--- src/rtl/cas_sequencer.sv ---
// cas_sequencer
//   Column-command stage that sits after the ACT sequencer. Buffers column
//   requests, waits out tRCD per request (counted in parallel for every
//   buffered entry), spaces CAS strobes by tCCD and issues one-cycle CAS
//   strobes to the command driver. cas_idle stays low until the data burst
//   of the last issued CAS has completed, so precharge can be held off.
//
//   Build option: CAS_AUTO_PRECHARGE_EN
//     defined   - act_ap drives A10 of the CAS, and an auto-precharge WRITE
//                 holds cas_idle low 4 extra cycles for write recovery.
//     undefined - act_ap is ignored, A10 is always 0.
//
// Ports
//   clock_t   in   controller clock, all logic on the rising edge
//   reset     in   synchronous, active-high reset
//   act_rdy   in   one-cycle request strobe from the ACT stage
//   act_hit   in   row already open (no tRCD wait), valid with act_rdy
//   act_rw    in   0 = READ, 1 = WRITE, valid with act_rdy
//   act_bank  in   {bg, ba} of the request
//   act_col   in   column address
//   act_ap    in   auto-precharge request (only with CAS_AUTO_PRECHARGE_EN)
//   cas_rdy   out  one-cycle CAS command strobe
//   cas_rw    out  type of the most recent CAS, held between strobes
//   cas_bank  out  bank of the most recent CAS
//   cas_reg   out  A[14:0] of the CAS: A[9:0] = column, A10 = AP, rest 0
//   cas_idle  out  buffer empty and no burst in flight
//   buf_full  out  buffer holds DEPTH entries
//   err_ovf   out  sticky: a request arrived while the buffer was full
module cas_sequencer #(
  parameter int unsigned TRCD  = 11,
  parameter int unsigned TCCD  = 4,
  parameter int unsigned CL    = 11,
  parameter int unsigned CWL   = 9,
  parameter int unsigned BL    = 8,
  parameter int unsigned DEPTH = 2
) (
  input  logic        clock_t,
  input  logic        reset,
  input  logic        act_rdy,
  input  logic        act_hit,
  input  logic        act_rw,
  input  logic [3:0]  act_bank,
  input  logic [9:0]  act_col,
  input  logic        act_ap,
  output logic        cas_rdy,
  output logic        cas_rw,
  output logic [3:0]  cas_bank,
  output logic [14:0] cas_reg,
  output logic        cas_idle,
  output logic        buf_full,
  output logic        err_ovf
);

  localparam int unsigned AW          = $clog2(DEPTH);
  localparam int unsigned CW          = $clog2(TRCD + 1);
  localparam int unsigned TW          = $clog2(TCCD + 1);
  localparam int unsigned RD_BURST    = CL + BL / 2 - 1;
  localparam int unsigned WR_BURST    = CWL + BL / 2 - 1;
  localparam int unsigned WR_AP_BURST = WR_BURST + 4;
  localparam int unsigned BW          = $clog2(RD_BURST + WR_AP_BURST + 1);

  // The strobe cycle itself counts toward tRCD, so the stored count starts
  // one lower than TRCD-1; the head is then eligible TRCD-1 cycles later.
  localparam logic [CW-1:0] TRCD_LOAD = CW'((TRCD > 1) ? TRCD - 2 : 0);
  localparam logic [TW-1:0] TCCD_LOAD = TW'(TCCD - 1);
  localparam logic [BW-1:0] RD_LOAD   = BW'(RD_BURST);
  localparam logic [BW-1:0] WR_LOAD   = BW'(WR_BURST);
  localparam logic [AW:0]   FULL_CNT  = (AW + 1)'(DEPTH);
`ifdef CAS_AUTO_PRECHARGE_EN
  localparam logic [BW-1:0] WR_AP_LOAD = BW'(WR_AP_BURST);
`endif

  typedef enum logic [1:0] {
    CAS_IDLE  = 2'd0,
    CAS_WAIT  = 2'd1,
    CAS_CMD   = 2'd2,
    CAS_DRAIN = 2'd3
  } state_t;

  state_t state, state_next;

  logic          ent_rw   [DEPTH];
  logic [3:0]    ent_bank [DEPTH];
  logic [9:0]    ent_col  [DEPTH];
  logic [CW-1:0] ent_trcd [DEPTH];
`ifdef CAS_AUTO_PRECHARGE_EN
  logic          ent_ap   [DEPTH];
`else
  logic          unused_ap;
  assign unused_ap = act_ap;
`endif

  logic [AW-1:0] rd_ptr, wr_ptr;
  logic [AW:0]   count;
  logic [TW-1:0] tccd_cnt;
  logic [BW-1:0] burst_cnt;

  logic          full, push, pop, overflow, head_ready, fire;
  logic [BW-1:0] burst_load;
  logic          head_ap;

  always_comb begin
    full       = (count == FULL_CNT);
    pop        = (state == CAS_CMD);
    // A pop in the same cycle frees the slot, so a full buffer still accepts.
    push       = act_rdy && (!full || pop);
    overflow   = act_rdy && full && !pop;
    head_ready = (count != '0) && (ent_trcd[rd_ptr] == '0) && (tccd_cnt == '0);
    fire       = 1'b0;
    state_next = state;
    buf_full   = full;
    cas_rdy    = (state == CAS_CMD);
    cas_idle   = (state == CAS_IDLE);

    case (state)
      CAS_IDLE:  if (push) state_next = CAS_WAIT;
      CAS_WAIT:  if (head_ready) begin
                   fire       = 1'b1;
                   state_next = CAS_CMD;
                 end
      CAS_CMD:   state_next = (count > 1 || push) ? CAS_WAIT : CAS_DRAIN;
      CAS_DRAIN: if (push) state_next = CAS_WAIT;
                 else if (burst_cnt == '0) state_next = CAS_IDLE;
      default:   state_next = CAS_IDLE;
    endcase
  end

  always_comb begin
`ifdef CAS_AUTO_PRECHARGE_EN
    head_ap = ent_ap[rd_ptr];
    if (ent_rw[rd_ptr]) burst_load = head_ap ? WR_AP_LOAD : WR_LOAD;
    else                burst_load = RD_LOAD;
`else
    head_ap    = 1'b0;
    burst_load = ent_rw[rd_ptr] ? WR_LOAD : RD_LOAD;
`endif
  end

  always_ff @(posedge clock_t) begin
    if (reset) state <= CAS_IDLE;
    else       state <= state_next;
  end

  // CAS fields and the tCCD/burst timers load on the edge entering CAS_CMD,
  // so the CAS cycle is the first counted cycle of both intervals.
  always_ff @(posedge clock_t) begin
    if (reset) begin
      rd_ptr    <= '0;
      wr_ptr    <= '0;
      count     <= '0;
      tccd_cnt  <= '0;
      burst_cnt <= '0;
      err_ovf   <= 1'b0;
      cas_rw    <= 1'b0;
      cas_bank  <= '0;
      cas_reg   <= '0;
      for (int unsigned i = 0; i < DEPTH; i++) begin
        ent_rw[AW'(i)]   <= 1'b0;
        ent_bank[AW'(i)] <= '0;
        ent_col[AW'(i)]  <= '0;
        ent_trcd[AW'(i)] <= '0;
`ifdef CAS_AUTO_PRECHARGE_EN
        ent_ap[AW'(i)]   <= 1'b0;
`endif
      end
    end else begin
      for (int unsigned i = 0; i < DEPTH; i++) begin
        if (ent_trcd[AW'(i)] != '0) ent_trcd[AW'(i)] <= ent_trcd[AW'(i)] - 1'b1;
      end

      if (push) begin
        ent_rw[wr_ptr]   <= act_rw;
        ent_bank[wr_ptr] <= act_bank;
        ent_col[wr_ptr]  <= act_col;
        ent_trcd[wr_ptr] <= act_hit ? '0 : TRCD_LOAD;
`ifdef CAS_AUTO_PRECHARGE_EN
        ent_ap[wr_ptr]   <= act_ap;
`endif
        wr_ptr <= wr_ptr + 1'b1;
      end

      if (pop) rd_ptr <= rd_ptr + 1'b1;

      case ({push, pop})
        2'b10:   count <= count + 1'b1;
        2'b01:   count <= count - 1'b1;
        default: count <= count;
      endcase

      if (overflow) err_ovf <= 1'b1;

      if (fire) begin
        tccd_cnt  <= TCCD_LOAD;
        burst_cnt <= burst_load;
        cas_rw    <= ent_rw[rd_ptr];
        cas_bank  <= ent_bank[rd_ptr];
        cas_reg   <= {4'b0000, head_ap, ent_col[rd_ptr]};
      end else begin
        if (tccd_cnt != '0)  tccd_cnt  <= tccd_cnt - 1'b1;
        if (burst_cnt != '0) burst_cnt <= burst_cnt - 1'b1;
      end
    end
  end

endmodule
--- config.mk ---
export PLATFORM = sky130hd
export DESIGN_NAME = cas_sequencer
export DESIGN_NICKNAME = d
export VERILOG_FILES = /design/src/rtl/cas_sequencer.sv
export SDC_FILE = /design/constraint.sdc
export NUM_CORES = 1
export LEC_CHECK = 0
export ABC_AREA = 1
export BUFFER_PORTS_ARGS = -buffer_cell sky130_fd_sc_hd__buf_2
export CAP_MARGIN = 25
export CORE_MARGIN = 4
export CORE_UTILIZATION = 35
export DETAILED_ROUTE_END_ITERATION = 10
export PLACE_DENSITY = 0.54
export SLEW_MARGIN = 30
export SYNTH_ARGS = -nofsm -noshare
export SYNTH_HDL_FRONTEND = slang
export SYNTH_SLANG_ARGS = --single-unit
--- constraint.sdc ---
create_clock -name clock_t -period 3.1 [get_ports clock_t]
set_input_delay 0.31 -clock clock_t [delete_from_list [all_inputs] [get_ports clock_t]]
set_output_delay 0.31 -clock clock_t [all_outputs]
set_load 0.02 [all_outputs]
Word-level counts from Yosys, hierarchy flattened
Memories as Yosys holds them, arrays and structs flattened. A register that Yosys moved wholly into a read port is not among the register bits.
Cells that the tools add are included.
{"block": "totals", "reg_bits": 16, "ramBits": 38, "inputBits": 20, "wordCells": 100, "mem_count": 4}
{"block": "op_classes", "add_sub_neg": 8, "order_cmp": 1, "n_eq_ne": 9, "n_mux": 41, "bitwise": 2, "reduce_logical": 26}
{"name": "ent_col", "depth": 2, "word_bits": 10, "read_ports": 1, "rd_ports_with_merged_regs": 1, "wr": 2, "line_no": "84", "source": "logic [9:0] ent_col [DEPTH];"}
{"name": "ent_bank", "depth": 2, "word_bits": 4, "read_ports": 1, "rd_ports_with_merged_regs": 1, "wr": 2, "line_no": "83", "source": "logic [3:0] ent_bank [DEPTH];"}
{"name": "ent_trcd", "depth": 2, "word_bits": 4, "read_ports": 3, "rd_ports_with_merged_regs": 1, "wr": 3, "line_no": "85", "source": "logic [CW-1:0] ent_trcd [DEPTH];"}
{"name": "ent_rw", "depth": 2, "word_bits": 1, "read_ports": 1, "rd_ports_with_merged_regs": 1, "wr": 2, "line_no": "82", "source": "logic ent_rw [DEPTH];"}
{"operator": "two-way mux 1 bit", "n": 24}
{"operator": "two-way mux 2 bit", "n": 8}
{"operator": "two-way mux 4 bit", "n": 4}
{"operator": "two-way mux 10 bit", "n": 1}
{"operator": "two-way mux 5 bit", "n": 2}
{"operator": "OR reduction 10 bit", "n": 1}
{"operator": "equality test 2 bit (second input constant)", "n": 4}
{"operator": "case mux 2 bit (4 select lines)", "n": 1}
{"operator": "nonzero test 2 bit", "n": 4}
{"operator": "nonzero test 4 bit", "n": 2}
{"operator": "subtractor 4 x 1 -> 4 bit (second input constant)", "n": 2}
{"operator": "logical AND 1 bit", "n": 5}
{"operator": "zero test 5 bit", "n": 1}
{"operator": "nonzero test 5 bit", "n": 1}
{"operator": "subtractor 5 x 1 -> 5 bit (second input constant)", "n": 1}
{"operator": "equality test 2 x 1 -> 1 bit (second input constant)", "n": 2}
{"operator": "zero test 4 bit", "n": 1}
{"operator": "case mux 2 bit (2 select lines)", "n": 1}
{"operator": "OR reduction 4 bit", "n": 1}
{"operator": "zero test 3 bit", "n": 1}
{"operator": "!= test 3 bit (second input constant)", "n": 1}
{"operator": "AND reduction 3 bit", "n": 1}
{"operator": "nonzero test 3 bit", "n": 1}
{"operator": "subtractor 3 x 1 -> 3 bit (second input constant)", "n": 1}
{"operator": "12 further kinds", "n": 16}

Logic depth before layout (Yosys ltp)
{"block": "logic_depth", "depth_word": 9, "depth_mapped": 10}

Worst setup path after synthesis
Ideal clock, no wire load.
{"block": "synth_timing", "path_kind": "flip-flop to flip-flop", "from": "register count[0]", "to": "memory ent_bank[1][0] (enable)", "setup_time_ps": 366, "arrival_ps": 1692, "required_time_ps": 2734, "path_slack_ps": 1042, "path_stages_with_launch": 7, "n_path_buf": 1, "path_cell_list": "dfxtp_1 > inv_1 > ha_1 > a21oi_4 > nand3_4 > buf_6 > nand2_1"}
{"item": "start: declaration", "line_no": "94", "source": "logic [AW:0] count;"}
{"item": "start signal: assignment", "line_no": "185", "source": "2'b10: count <= count + 1'b1;"}
{"item": "start signal: assignment", "line_no": "186", "source": "2'b01: count <= count - 1'b1;"}
{"item": "start signal: assignment", "line_no": "187", "source": "default: count <= count;"}
{"item": "end: declaration", "line_no": "83"}

==> flow_summary.json <==
{
  "tritoncts": "done",
  "utilization_pct": 41.86,
  "totalWireLength_um": 6205,
  "grt_pass1_vias": 2249,
  "antenna_left": 0,
  "fin_skew_ns": 0.008677,
  "hold_viol_final": 0,
  "crit_chain": "inv_1 > ha_1 > a21oi_4 > nand3_4 > nand2_1 > buf_4",
  "first_pass_iters": 4,
  "place_ws_ns": 0.8771,
  "grt_pass1_wl_um": 10390,
  "power.leakage_uw": 0.001725,
  "synth_area_per_cell_um2": 8.633,
  "diodes": 0,
  "ys_warn_count": 0,
  "tightest_slew_ns": 0.5521,
  "ys_types": 33,
  "post-dp-hpwl_um": 4291,
  "place_area_mm2": 0.003455,
  "initial_core_util_pct": 36.18,
  "cp_max_fo": 19,
  "outcome": "completed",
  "powerDensity_mw_per_mm2": 837.6,
  "ios": 44,
  "drive_gt1_share_pct": 15.70,
  "avgRoutedWirePerCell_um": 11.89,
  "synth-seq-cells": 69,
  "clock_path_buffers": 2,
  "vdd_drop_max_uv": 321.8,
  "min_path_type": "input port to flip-flop",
  "grt_max_degree": 36,
  "antenna_found_initial": 0,
  "fin_ws_ns": 0.9098,
  "max_stage_delay_ns": 0.37,
  "gr-total-overflow": 0,
  "core_area_mm2": 0.008806,
  "fin_crit_sh_pct": 70.65,
  "critPathLaunchType": "flip-flop",
  "slew_violations": 0,
  "synthToLayoutAreaGrowth_pct": 15.71,
  "clock_sinks": 69,
  "fp.dieW_um": 103.4,
  "cts_inserted_buffers": 9,
  "fin_cells": 522,
  "critical_path_class": "flip-flop to flip-flop",
  "cp.arrival_ns": 2.23,
  "ys_seq_area_share_pct": 54.05,
  "worst-path-buf-inv": 2,
  "postCtsSetupRepairBufs": 0,
  "dieArea_mm2": 0.01069,
  "fmax_mhz": 456.6,
  "num_vias": 2376,
  "initialDrtViolationCount": 74,
  "final_net_count": 440,
  "cp.required_ns": 3.14,
  "path_delay_family": "simple AND/OR/NAND/NOR gates",
  "cts_root_buf": "clkbuf_8",
  "cts.clk_slew.worst_paths_ns": 0.08,
  "syn_inst": 369,
  "die_height_um": 103.4,
  "setup_tns_ns": 0,
  "grt.total_usage_pct": 12.66,
  "h-tree-depth": 3,
  "worstSetupEndpointType": "flip-flop",
  "critPathSlowestCell": "dfxtp_1",
  "placed_cells": 506,
  "largest_reg_flops": 20,
  "maxCapViolations": 0,
  "period_needed_ns": 2.190,
  "fill_cells": 871,
  "clk_latency_ns": 0.34,
  "relSlewSlack_pct": 62.97,
  "syn_area_mm2": 0.003186,
  "rows": 34,
  "io_buffer_count": 37,
  "drc": 0,
  "vias_per_cell": 4.552,
  "rsz0062_at_grt": "false",
  "gp_congestion": 0.7352,
  "setup_viol": 0,
  "design_area_mm2": 0.003686,
  "cts-resized-gates": 0,
  "hold_buffers": 0
}
per-stage QoR:
stage,power (µW),hold WS (ns)
6_report,3087,0.2375
5_1_grt,3324,0.2501
4_1_cts,3126,0.2234
3_5_place_dp,2283,0.4354
3_3_place_gp,2256,0.4324
2_1_floorplan,2045,0.4443
worst paths after layout:
check	start	end	slack, ns	cells past startpoint
worst max-delay path	count[0]	ent_col[0][2]	0.91	6
worst min-delay path	act_rdy	err_ovf	0.24	3
worst max register to register	count[0]	ent_col[0][2]	0.91	6
worst min register to register	cas_reg[5]	cas_reg[5]	0.44	2
cells by family after synthesis:
| logic type | Yosys count | share of synthesized area, % |
|---|---|---|
| AO/OA/AOI/OAI | 54 | 9.113 |
| flip-flops | 69 | 54.05 |
| multiplexers | 1 | 0.3142 |
| AND/OR/NAND/NOR | 150 | 20.11 |
| buffers and inverters | 77 | 10.33 |
| other | 1 | 0.1177 |
| XOR/XNOR | 6 | 1.650 |
| adder cells (fa/ha/maj) | 11 | 4.320 |
report_power, final:
part	switching, µW	total, µW	internal, µW
Clock	351	831	480
Combinational	616	977	361
Sequential	114	1280	1170
Total	1080	3090	2010
cell type report:
type	instances	area (µm²)	share of cell area, %
flip-flops and latches	69	1722	46.71
repair buffers	42	222.7	6.042
clock inverters	6	93.84	2.546
multi-input cells	227	1150	31.19
well taps	108	135.1	3.666
inverters	60	225.2	6.110
clock buffers	10	137.6	3.734
layout by cell type, fill, tap and decap left out:
cell	n
o21ai_0	24
clkinv_4	2
inv_6	1
clkinvlp_4	1
xnor2_1	3
o211ai_1	1
nor3_1	7
inv_2	1
buf_2	37
conb_1	5
buf_4	5
clkinv_1	1
o21ai_1	1
clkbuf_8	10
a21oi_4	1
nand2_1	75
or2_2	1
xor2_1	3
nand3_4	2
a21oi_1	23
a31oi_1	2
ha_1	11
dfxtp_1	35
mux2i_1	1
nand3_2	1
nand4_1	5
a21boi_0	1
inv_1	58
o22ai_1	1
nor2_1	50
nand2_4	1
edfxtp_1	34
nand3b_1	1
bufinv_16	2
nand3_1	7
cell usage after synthesis (all sizes together):
master	instances	area share, %
a21boi	1	0.24
a21oi	24	4.1
a31oi	2	0.39
buf	13	2.8
clkbuf	4	0.47
clkinv	1	0.12
conb	1	0.12
dfxtp	35	22
edfxtp	34	32
ha	11	4.3
inv	59	7.0
mux2i	1	0.31
nand2	76	9.2
nand3	10	2.5
nand3b	1	0.24
nand4	5	0.98
nor2	50	5.9
nor3	7	1.1
o211ai	1	0.24
o21ai	25	3.9
o22ai	1	0.20
or2	1	0.20
xnor2	3	0.82
xor2	3	0.82
metal layers:
| metal | wire length (µm) | up-vias | GRT usage (%) |
|---|---|---|---|
| met5 | 0 | - | 0 |
| met3 | 278 | 2 | 4.091 |
| met2 | 3036 | 46 | 21.72 |
| met1 | 2855 | 1084 | 15.33 |
| li1 | - | 1244 | - |
| met4 | 36 | 0 | 3.287 |
worst min-delay path: stages:
cell	delay, ns
buf_2	0.09
a31oi_1	0.08
nor2_1	0.07
(Power assumes the default switching activity.)
